--- src/rtl/pipe_pkg.sv ---
// Shared definitions for the pipeline stage register.
//   stage_state_e : stage state, encoded directly as {S.valid, M.valid}
//   SKID_OFF/ON   : values for the SKID mode parameter
//   count_entries : number of held entries from the two valid bits
package pipe_pkg;

  typedef enum logic [1:0] {
    ST_EMPTY = 2'b00,
    ST_FULL  = 2'b01,
    ST_SKID  = 2'b11
  } stage_state_e;

  localparam int SKID_OFF = 0;
  localparam int SKID_ON  = 1;

  function automatic logic [1:0] count_entries(input logic s_v, input logic m_v);
    return {1'b0, s_v} + {1'b0, m_v};
  endfunction

endpackage

--- src/rtl/pipe_slot.sv ---
// One pipeline entry: WIDTH-bit data register plus its valid bit.
//   clk, rst    : clock, synchronous active-low reset (clears data and valid)
//   load        : capture d and mark valid
//   clear       : drop valid (data kept, stale)
//   flush       : drop valid, wins over load/clear
//   d / q       : data in / held data
//   valid       : entry holds live data
module pipe_slot #(
  parameter int WIDTH = 32
) (
  input  logic             clk,
  input  logic             rst,
  input  logic             load,
  input  logic             clear,
  input  logic             flush,
  input  logic [WIDTH-1:0] d,
  output logic [WIDTH-1:0] q,
  output logic             valid
);

  always_ff @(posedge clk) begin
    if (!rst) begin
      valid <= 1'b0;
      q     <= '0;
    end else begin
      // A load killed by flush is not captured, so discarded data never
      // shows up even as stale payload.
      if (load && !flush) q <= d;
      if (flush)      valid <= 1'b0;
      else if (load)  valid <= 1'b1;
      else if (clear) valid <= 1'b0;
    end
  end

endmodule

--- src/rtl/pipe_stage_skid.sv ---
// Pipeline stage register with valid/ready handshake, optional skid entry
// and synchronous flush.
//   WIDTH     : payload width
//   SKID      : 1 = two entries, registered in_ready; 0 = one entry,
//               combinational in_ready
//   clk, rst  : clock, synchronous active-low reset
//   flush     : kill all held entries at the next edge
//   in_valid / in_ready / in_data    : upstream handshake
//   out_valid / out_ready / out_data : downstream handshake
//   occupancy : entries held (0..2)
module pipe_stage_skid
  import pipe_pkg::*;
#(
  parameter int WIDTH = 32,
  parameter int SKID  = 1
) (
  input  logic             clk,
  input  logic             rst,
  input  logic             flush,
  input  logic             in_valid,
  output logic             in_ready,
  input  logic [WIDTH-1:0] in_data,
  output logic             out_valid,
  input  logic             out_ready,
  output logic [WIDTH-1:0] out_data,
  output logic [1:0]       occupancy
);

  logic             m_v, s_v;
  logic [WIDTH-1:0] m_q, s_q, m_d;
  logic             m_load, m_clear, s_load, s_clear;
  logic             in_xfer, out_xfer;
  stage_state_e     state;

  assign in_xfer  = in_valid & in_ready;
  assign out_xfer = m_v & out_ready;

  // The state register is the pair of slot valid bits; no separate copy.
  assign state = stage_state_e'({s_v, m_v});

  pipe_slot #(.WIDTH(WIDTH)) u_m (
    .clk   (clk),
    .rst   (rst),
    .load  (m_load),
    .clear (m_clear),
    .flush (flush),
    .d     (m_d),
    .q     (m_q),
    .valid (m_v)
  );

  generate
    if (SKID == SKID_ON) begin : g_skid
      pipe_slot #(.WIDTH(WIDTH)) u_s (
        .clk   (clk),
        .rst   (rst),
        .load  (s_load),
        .clear (s_clear),
        .flush (flush),
        .d     (in_data),
        .q     (s_q),
        .valid (s_v)
      );
      // Straight from a flop: breaks the out_ready -> in_ready path.
      assign in_ready = ~s_v;
    end else begin : g_noskid
      logic unused_s;
      assign s_v      = 1'b0;
      assign s_q      = '0;
      assign unused_s = s_load ^ s_clear;
      assign in_ready = ~m_v | out_ready;
    end
  endgenerate

  // Next-state / slot control. S only ever refills M, so FIFO order holds.
  always_comb begin
    m_load  = 1'b0;
    m_clear = 1'b0;
    s_load  = 1'b0;
    s_clear = 1'b0;
    m_d     = in_data;
    if (SKID == SKID_ON) begin
      case (state)
        ST_EMPTY: m_load = in_xfer;
        ST_FULL: begin
          m_load  = in_xfer & out_xfer;
          m_clear = out_xfer & ~in_xfer;
          s_load  = in_xfer & ~out_xfer;
        end
        ST_SKID: begin
          m_d     = s_q;
          m_load  = out_xfer;
          s_clear = out_xfer;
        end
        default: ;
      endcase
    end else begin
      m_load  = in_xfer;
      m_clear = out_xfer & ~in_xfer;
    end
  end

  assign out_valid = m_v;
  assign out_data  = m_q;
  assign occupancy = count_entries(s_v, m_v);

endmodule

--- config.mk ---
export PLATFORM = sky130hd
export DESIGN_NAME = pipe_stage_skid
export DESIGN_NICKNAME = d
export VERILOG_FILES = /design/src/rtl/pipe_pkg.sv /design/src/rtl/pipe_slot.sv /design/src/rtl/pipe_stage_skid.sv
export SDC_FILE = /design/constraint.sdc
export NUM_CORES = 1
export LEC_CHECK = 0
export CAP_MARGIN = 20
export CORE_MARGIN = 4
export CORE_UTILIZATION = 45
export DETAILED_ROUTE_END_ITERATION = 12
export PLACE_DENSITY = 0.8
export SLEW_MARGIN = 20
export SYNTH_ARGS = -nofsm -noshare
export SYNTH_HDL_FRONTEND = slang
export SYNTH_SLANG_ARGS = --single-unit
export TNS_END_PERCENT = 100
--- constraint.sdc ---
create_clock -name clk -period 1.5 [get_ports clk]
set_input_delay 0.375 -clock clk [delete_from_list [all_inputs] [get_ports clk]]
set_output_delay 0.375 -clock clk [all_outputs]
set_load 0.05 [all_outputs]
==> results of run 1 <==
-- metrics by stage --
stage	setup WS (ns)	total power [mW]	utilization	TNS [ns]
3_3_place_gp	-0.296	2.68	0.676	-16.90
3_5_place_dp	-0.330	2.69	0.676	-18.44
5_1_grt	-0.189	4.51	0.750	-8.89
4_1_cts	-0.147	4.39	0.733	-3.53
2_1_floorplan	-0.225	2.29	-	-13.03
6_report	-0.137	4.36	0.750	-5.15
-- what timing repair did --
action                     4_1_cts  5_1_grt
pin swaps                        3        9
resized for setup               13       28
cloned                           1        1
setup endpoints to repair       35       67
setup buffers                    8        1
-- worst reg2reg max path, cell delays in order (launching register included) --
cell and delay, ns:
dfxtp_4 0.39, clkinvlp_4 0.12, buf_6 0.14, ha_4 0.16, nand2_4 0.08, o211ai_4 0.09
a21boi_4 0.21, buf_6 0.14, buf_12 0.13, o2bb2ai_2 0.11
-- cells in the final DEF, fill, tap and decap left out, types with 2 or more instances in the layout --
cell type	n
clkdlybuf4s50_1	36
clkinv_2	2
dfxtp_4	2
a21boi_1	15
nand2_4	10
buf_6	6
clkbuf_8	10
nand2_2	12
ha_4	3
clkinvlp_4	2
nand2_1	45
a21boi_2	17
buf_8	2
inv_1	2
buf_12	43
buf_4	15
a21oi_1	3
o2bb2ai_2	31
dfxtp_1	64
mux2i_1	32
bufinv_16	2
-- worst max-delay path by stage --
stage | from | end | depth (start not counted)
2_1_floorplan | g_skid.u_s.valid$_SDFFE_PP0P_ | u_m.q[10]$_SDFFE_PN0P_ | 7
3_3_place_gp | in_valid | u_m.q[24]$_SDFFE_PN0P_ | 6
3_5_place_dp | in_valid | u_m.q[29]$_SDFFE_PN0P_ | 7
4_1_cts | g_skid.u_s.valid$_SDFFE_PP0P_ | occupancy[0] | 3
5_1_grt | g_skid.u_s.valid$_SDFFE_PP0P_ | u_m.q[11]$_SDFFE_PN0P_ | 9
6_report | g_skid.u_s.valid$_SDFFE_PP0P_ | occupancy[0] | 3
-- power by group through the flow --
stage | combinational, mW | sequential [mW] | clock, mW
global route | 0.861 | 1.89 | 1.76
floorplan | 0.237 | 2.05 | 0
CTS | 0.820 | 1.88 | 1.69
finish | 0.826 | 1.88 | 1.65
detailed placement | 0.770 | 1.92 | 0
global placement | 0.758 | 1.92 | 0
-- cell families (layout without fill, tap and decap cells) --
family,count (synthesis),in the layout,synth area share
AND/OR/NAND/NOR,78,78,0.117
flip-flops,66,66,0.436
multiplexers,32,32,0.106
adder cells (fa/ha/maj),4,4,0.0165
buffers and inverters,23,122,0.0541
AO/OA/AOI/OAI,71,71,0.271
-- flip-flops by register name, indices dropped and copies added, names as in the netlist --
register,cells
g_skid.u_s.valid,1
g_skid.u_s.q,32
u_m.valid,1
u_m.q,32
-- per-layer routing --
metal  vias to the layer above  global-route usage  part of all wire
li1                       1153                   -                 -
met1                      1163               0.232              0.44
met2                        62               0.320              0.51
met3                         9              0.0442             0.048
met4                         0              0.0612            0.0076
met5                         -                   0                 0
-- final cells by class --
| type | count | share of cell area |
|---|---|---|
| Timing Repair Buffer | 103 | 0.301 |
| Clock buffer | 11 | 0.0292 |
| Sequential cell | 66 | 0.274 |
| Multi-Input combinational cell | 185 | 0.357 |
| Inverter | 3 | 0.00310 |
| Clock inverter | 5 | 0.0160 |
| Tap cell | 77 | 0.0199 |
==> impl_metrics.csv, run 1 <==
group,metric,value,unit
worst_setup_path,r2r_cells,9,
worst_setup_path,slowest_stage,"dfxtp_4",
power_and_ir_drop,peakVddDrop,0.601,mV
grt,grt_pass1_vias,2448,
worst_setup_path,cp-start-kind,"flip-flop",
sta,tightest_slew,0.291,ns
sta,finalCritPeriodShare,1.09,
drt,wire_per_inst,17.0,µm
worst_setup_path,reg2reg_to,"u_m.q[14]$_SDFFE_PN0P_",
cts,clk_pin_slew,0.07,ns
cells_and_area,fin_area,4840,µm²
worst_setup_path,cp_num_buf_inv,2,
drt,firstDrtPassIters,4,
synth,yosysSeqAreaShare,0.436,
synth,synth_top_area_frac,0.436,
drt,detail-route-antenna-nets,0,
power_and_ir_drop,p_sw_frac,0.263,
power_and_ir_drop,p_clk_frac,0.379,
place,hpwl,5040,µm
grt,grt_max_degree,29,
cts,cts_hold_buf,0,
cells_and_area,layout.cells.non_filler,450,
cts,clkLatencyLatePin,0.33,ns
synth,synth_edf_count,0,
power_and_ir_drop,seqPwrFrac,0.431,
worst_hold_path,min_path_type,"reg -> reg",
power_and_ir_drop,p_switching,1.15,mW
grt,antenna_found_initial,0,
place,place_congestion,0.787,
cells_and_area,multiInputGateArea,1730,µm²
place,place_inst,424,
cells_and_area,antenna_cells,0,
synth,async_flop_share,0,
place,port-buffer-count,72,
sta,final-setup-viol-count,67,
cts,cts_tree,"done",
cts,cts_buffers,9,
sta,rsz0062_at_grt,"true",
floorplan,start_util,0.469,
cts,h-tree-depth,3,
power_and_ir_drop,comb_power_share,0.189,
sta,clock.fmax,611,MHz
cells_and_area,drive_gt1_frac,0.450,
synth,syn_avg_cell_area,11.1,µm²
drt,dr_total_vias,2387,
power_and_ir_drop,p_leak,1.76,nW
cells_and_area,finalNetCount,409,
worst_setup_path,crit_required,1.12,ns
synth,ys_ff_latch,66,
floorplan,die_w,90.0,µm
cells_and_area,fill_cells,409,
drt,initialDrtViolationCount,68,
sta,skew,0.00667,ns
cells_and_area,seq_area,1330,µm²
floorplan,coreArea,6460,µm²
floorplan,rows,29,
synth,syn_area,3030,µm²
worst_setup_path,path_cells,"clkinvlp_4 -> ha_4 -> buf_12",
cells_and_area,areaGrowthSynthToFinish,60.0,%
worst_hold_path,hold_path_end,"g_skid.u_s.q[6]$_SDFFE_PN0P_",
sta,setup_ws,-0.137,ns
worst_hold_path,hold-path-cell-count,2,
run_status,status,"complete, but fails checks",
power_and_ir_drop,powerDensity,900,nW/µm²
synth,yosys_warnings,0,
worst_setup_path,crit_path_end_kind,"output port",
sta,max_slew_margin,0.800,
grt,grt_overflow_total,0,
synth,synth-main-ff-cell,"dfxtp_1",
sta,hold_violations,0,
floorplan,io_pins,73,
synth,yosysTopAreaCell,"dfxtp_1",
drt,vias_per_cell,5.30,
sta,hold-worst-slack,0.454,ns
synth,synthCells,274,
worst_setup_path,cpLargestDelayFamily,"flip-flops",
synth,syn_nets,315,
drt,drc,0,
floorplan,dieArea,8110,µm²
power_and_ir_drop,intPower,3.21,mW
worst_setup_path,critical-path-max-stage-delay,0.39,ns
cts,cts_buffer_depth,2,
cts,root_buffer,"clkbuf_8",
worst_setup_path,r2r_slack,-0.14,ns
worst_setup_path,crit_type,"reg -> out",
sta,layout_min_cycle_time,1.64,ns
cts,cts.sinks,66,
worst_hold_path,hold_start,"g_skid.u_s.q[6]$_SDFFE_PN0P_",
drt,drt-total-wl,7640,µm
worst_setup_path,critPathMaxFanout,3,
worst_setup_path,r2r-start,"g_skid.u_s.valid$_SDFFE_PP0P_",
synth,yosys.cell_count.top_type,"dfxtp_1",
synth,synth_common_cells,"66 x dfxtp_1, 56 x nand2_1, 32 x mux2i_1",
synth,netlist_top_cells_area,"dfxtp_1 44%, o2bb2ai_2 15%, mux2i_1 11%, nand2_1 6.9%, a21boi_1 5.5%",
worst_setup_path,cp.arrival,1.26,ns
synth,synth_cell_types,29,
run_status,violations,"negative setup slack",
sta,final_max_slew_viol_count,0,
place,placed_cell_area,4360,µm²
job,drv_cap,0,
grt,grt_pass1_wl,12300,µm
floorplan,die_h,90.0,µm
grt,grt_usage,0.187,
Power figures use the tool's default switching activity.
==> inputs of run 2 (changes only) <==
Settings changed: PLACE_DENSITY 0.8 to 0.78.
Clock period 1.5 ns to 1.9 ns, I/O delays scaled along.
==> impl_metrics.csv, run 2 (synthesis gave the netlist of run 1 again) <==
group,metric,value,unit
grt,grt_pass1_wl,11300,µm
sta,layout_min_cycle_time,1.82,ns
worst_setup_path,crit_required,1.42,ns
power_and_ir_drop,p_leak,1.44,nW
cells_and_area,antenna_cells,0,
power_and_ir_drop,p_clk_frac,0.386,
floorplan,die_w,90.0,µm
cells_and_area,fill_cells,533,
power_and_ir_drop,intPower,2.36,mW
cells_and_area,drive_gt1_frac,0.348,
place,hpwl,4490,µm
cts,cts.sinks,66,
drt,drc,0,
place,port-buffer-count,72,
power_and_ir_drop,design_power_total,3.20,mW
worst_setup_path,cpLargestDelayFamily,"flip-flops",
sta,tightest_slew,0.382,ns
cells_and_area,layout_common_cells,"64 x dfxtp_1, 56 x nand2_1, 40 x buf_4",
cts,root_buffer,"clkbuf_8",
cts,cts_buffers,9,
worst_setup_path,cp-start-kind,"flip-flop",
place,place_inst,414,
drt,detail-route-antenna-nets,0,
cells_and_area,final_common_cell,"dfxtp_1",
power_and_ir_drop,comb_power_share,0.156,
drt,initialDrtViolationCount,48,
grt,grt_max_degree,33,
floorplan,io_pins,73,
sta,rsz0062_at_grt,"false",
power_and_ir_drop,p_sw_frac,0.263,
power_and_ir_drop,p_switching,0.842,mW
place,placed_cell_area,3790,µm²
worst_setup_path,path_cells,"inv_1 -> ha_1 -> buf_12",
cts,clk_pin_slew,0.07,ns
cells_and_area,layout.cells.non_filler,430,
grt,antenna_found_initial,0,
worst_setup_path,cp.arrival,1.34,ns
power_and_ir_drop,seqPwrFrac,0.458,
run_status,status,"completed",
grt,grt_pass1_vias,2318,
power_and_ir_drop,powerDensity,800,nW/µm²
drt,dr_total_vias,2230,
sta,skew,0.00643,ns
cells_and_area,largest_registers,"g_skid.u_s.q x32, u_m.q x32",
sta,fin_tns_setup,0,ns
drt,drt-total-wl,6480,µm
sta,final-setup-viol-count,0,
power_and_ir_drop,peakVddDrop,0.409,mV
grt,grt_overflow_total,0,
worst_setup_path,cp_num_buf_inv,2,
cts,cts_tree,"done",
drt,firstDrtPassIters,4,
cts,cts_hold_buf,0,
sta,final_max_slew_viol_count,0,
worst_setup_path,critPathMaxFanout,8,
cells_and_area,finalNetCount,389,
worst_setup_path,critical-path-max-stage-delay,0.43,ns
floorplan,die_h,90.0,µm
sta,finalCritPeriodShare,0.956,
floorplan,start_util,0.469,
floorplan,rows,29,
cells_and_area,fin_area,4000,µm²
grt,grt_usage,0.170,
cts,clkLatencyLatePin,0.34,ns
sta,max_slew_margin,0.745,
drt,vias_per_cell,5.19,
worst_hold_path,min_path_type,"reg -> reg",
cells_and_area,areaGrowthSynthToFinish,32.1,%
cts,cts_resized,1,
sta,clock.fmax,551,MHz
floorplan,dieArea,8110,µm²
floorplan,coreArea,6460,µm²
worst_setup_path,crit_path_end_kind,"output port",
job,drv_cap,0,
worst_setup_path,crit_type,"reg -> out",
cts,h-tree-depth,3,
cts,cts_buffer_depth,2,
place,place_congestion,0.759,
sta,hold_violations,0,
drt,wire_per_inst,15.1,µm
cts,postCtsSetupRepairBufs,0,
worst_setup_path,slowest_stage,"dfxtp_2",
run 2: final cells by class:
type                       instances  area [µm²]  area share
clock inverter                     4        48.8      0.0122
timing repair buffer              83         801       0.200
multi-input combinational        185        1560       0.389
clock buffer                      12         165      0.0413
tap                               77        96.3      0.0241
sequential                        66        1320       0.331
inverter                           3        11.3     0.00281
run 2: metal layers:
layer	global-route usage	vias up	wire, µm
met1	0.215	1057	2990
met5	0	-	0
met4	0.0638	0	72
met3	0.0551	7	348
li1	-	1104	-
met2	0.269	62	3060
run 2: stage by stage:
stage / setup WS (ns) / hold slack [ns] / utilization
2_1_floorplan: 0.0527 / 0.435 / -
3_3_place_gp: 0.0284 / 0.440 / 0.586
3_5_place_dp: -0.0617 / 0.445 / 0.586
4_1_cts: 0.0663 / 0.454 / 0.620
5_1_grt: 0.0230 / 0.475 / 0.620
6_report: 0.0843 / 0.453 / 0.620
run 2: power by group through the flow:
| stage | Sequential (mW) | Combinational (mW) | Clock [mW] |
|---|---|---|---|
| 2_1_floorplan | 1.62 | 0.178 | 0 |
| 3_3_place_gp | 1.50 | 0.497 | 0 |
| 3_5_place_dp | 1.50 | 0.502 | 0 |
| 4_1_cts | 1.47 | 0.505 | 1.26 |
| 5_1_grt | 1.47 | 0.530 | 1.33 |
| 6_report | 1.46 | 0.499 | 1.24 |
run 2: final timing paths:
| check | start | end | slack [ns] | depth (start not counted) |
|---|---|---|---|---|
| setup / recovery | u_m.valid$_SDFFE_PP0P_ | occupancy[0] | 0.08 | 3 |
| setup reg to reg | g_skid.u_s.valid$_SDFFE_PP0P_ | g_skid.u_s.q[6]$_SDFFE_PN0P_ | 0.29 | 7 |
| hold reg to reg | g_skid.u_s.q[16]$_SDFFE_PN0P_ | g_skid.u_s.q[16]$_SDFFE_PN0P_ | 0.45 | 2 |
| hold / removal | g_skid.u_s.q[16]$_SDFFE_PN0P_ | g_skid.u_s.q[16]$_SDFFE_PN0P_ | 0.45 | 2 |
run 2: worst min-delay path, cell delays in order (launching register included):
cell,delay (ns)
dfxtp_1,0.31
nand2_1,0.05
a21boi_1,0.05
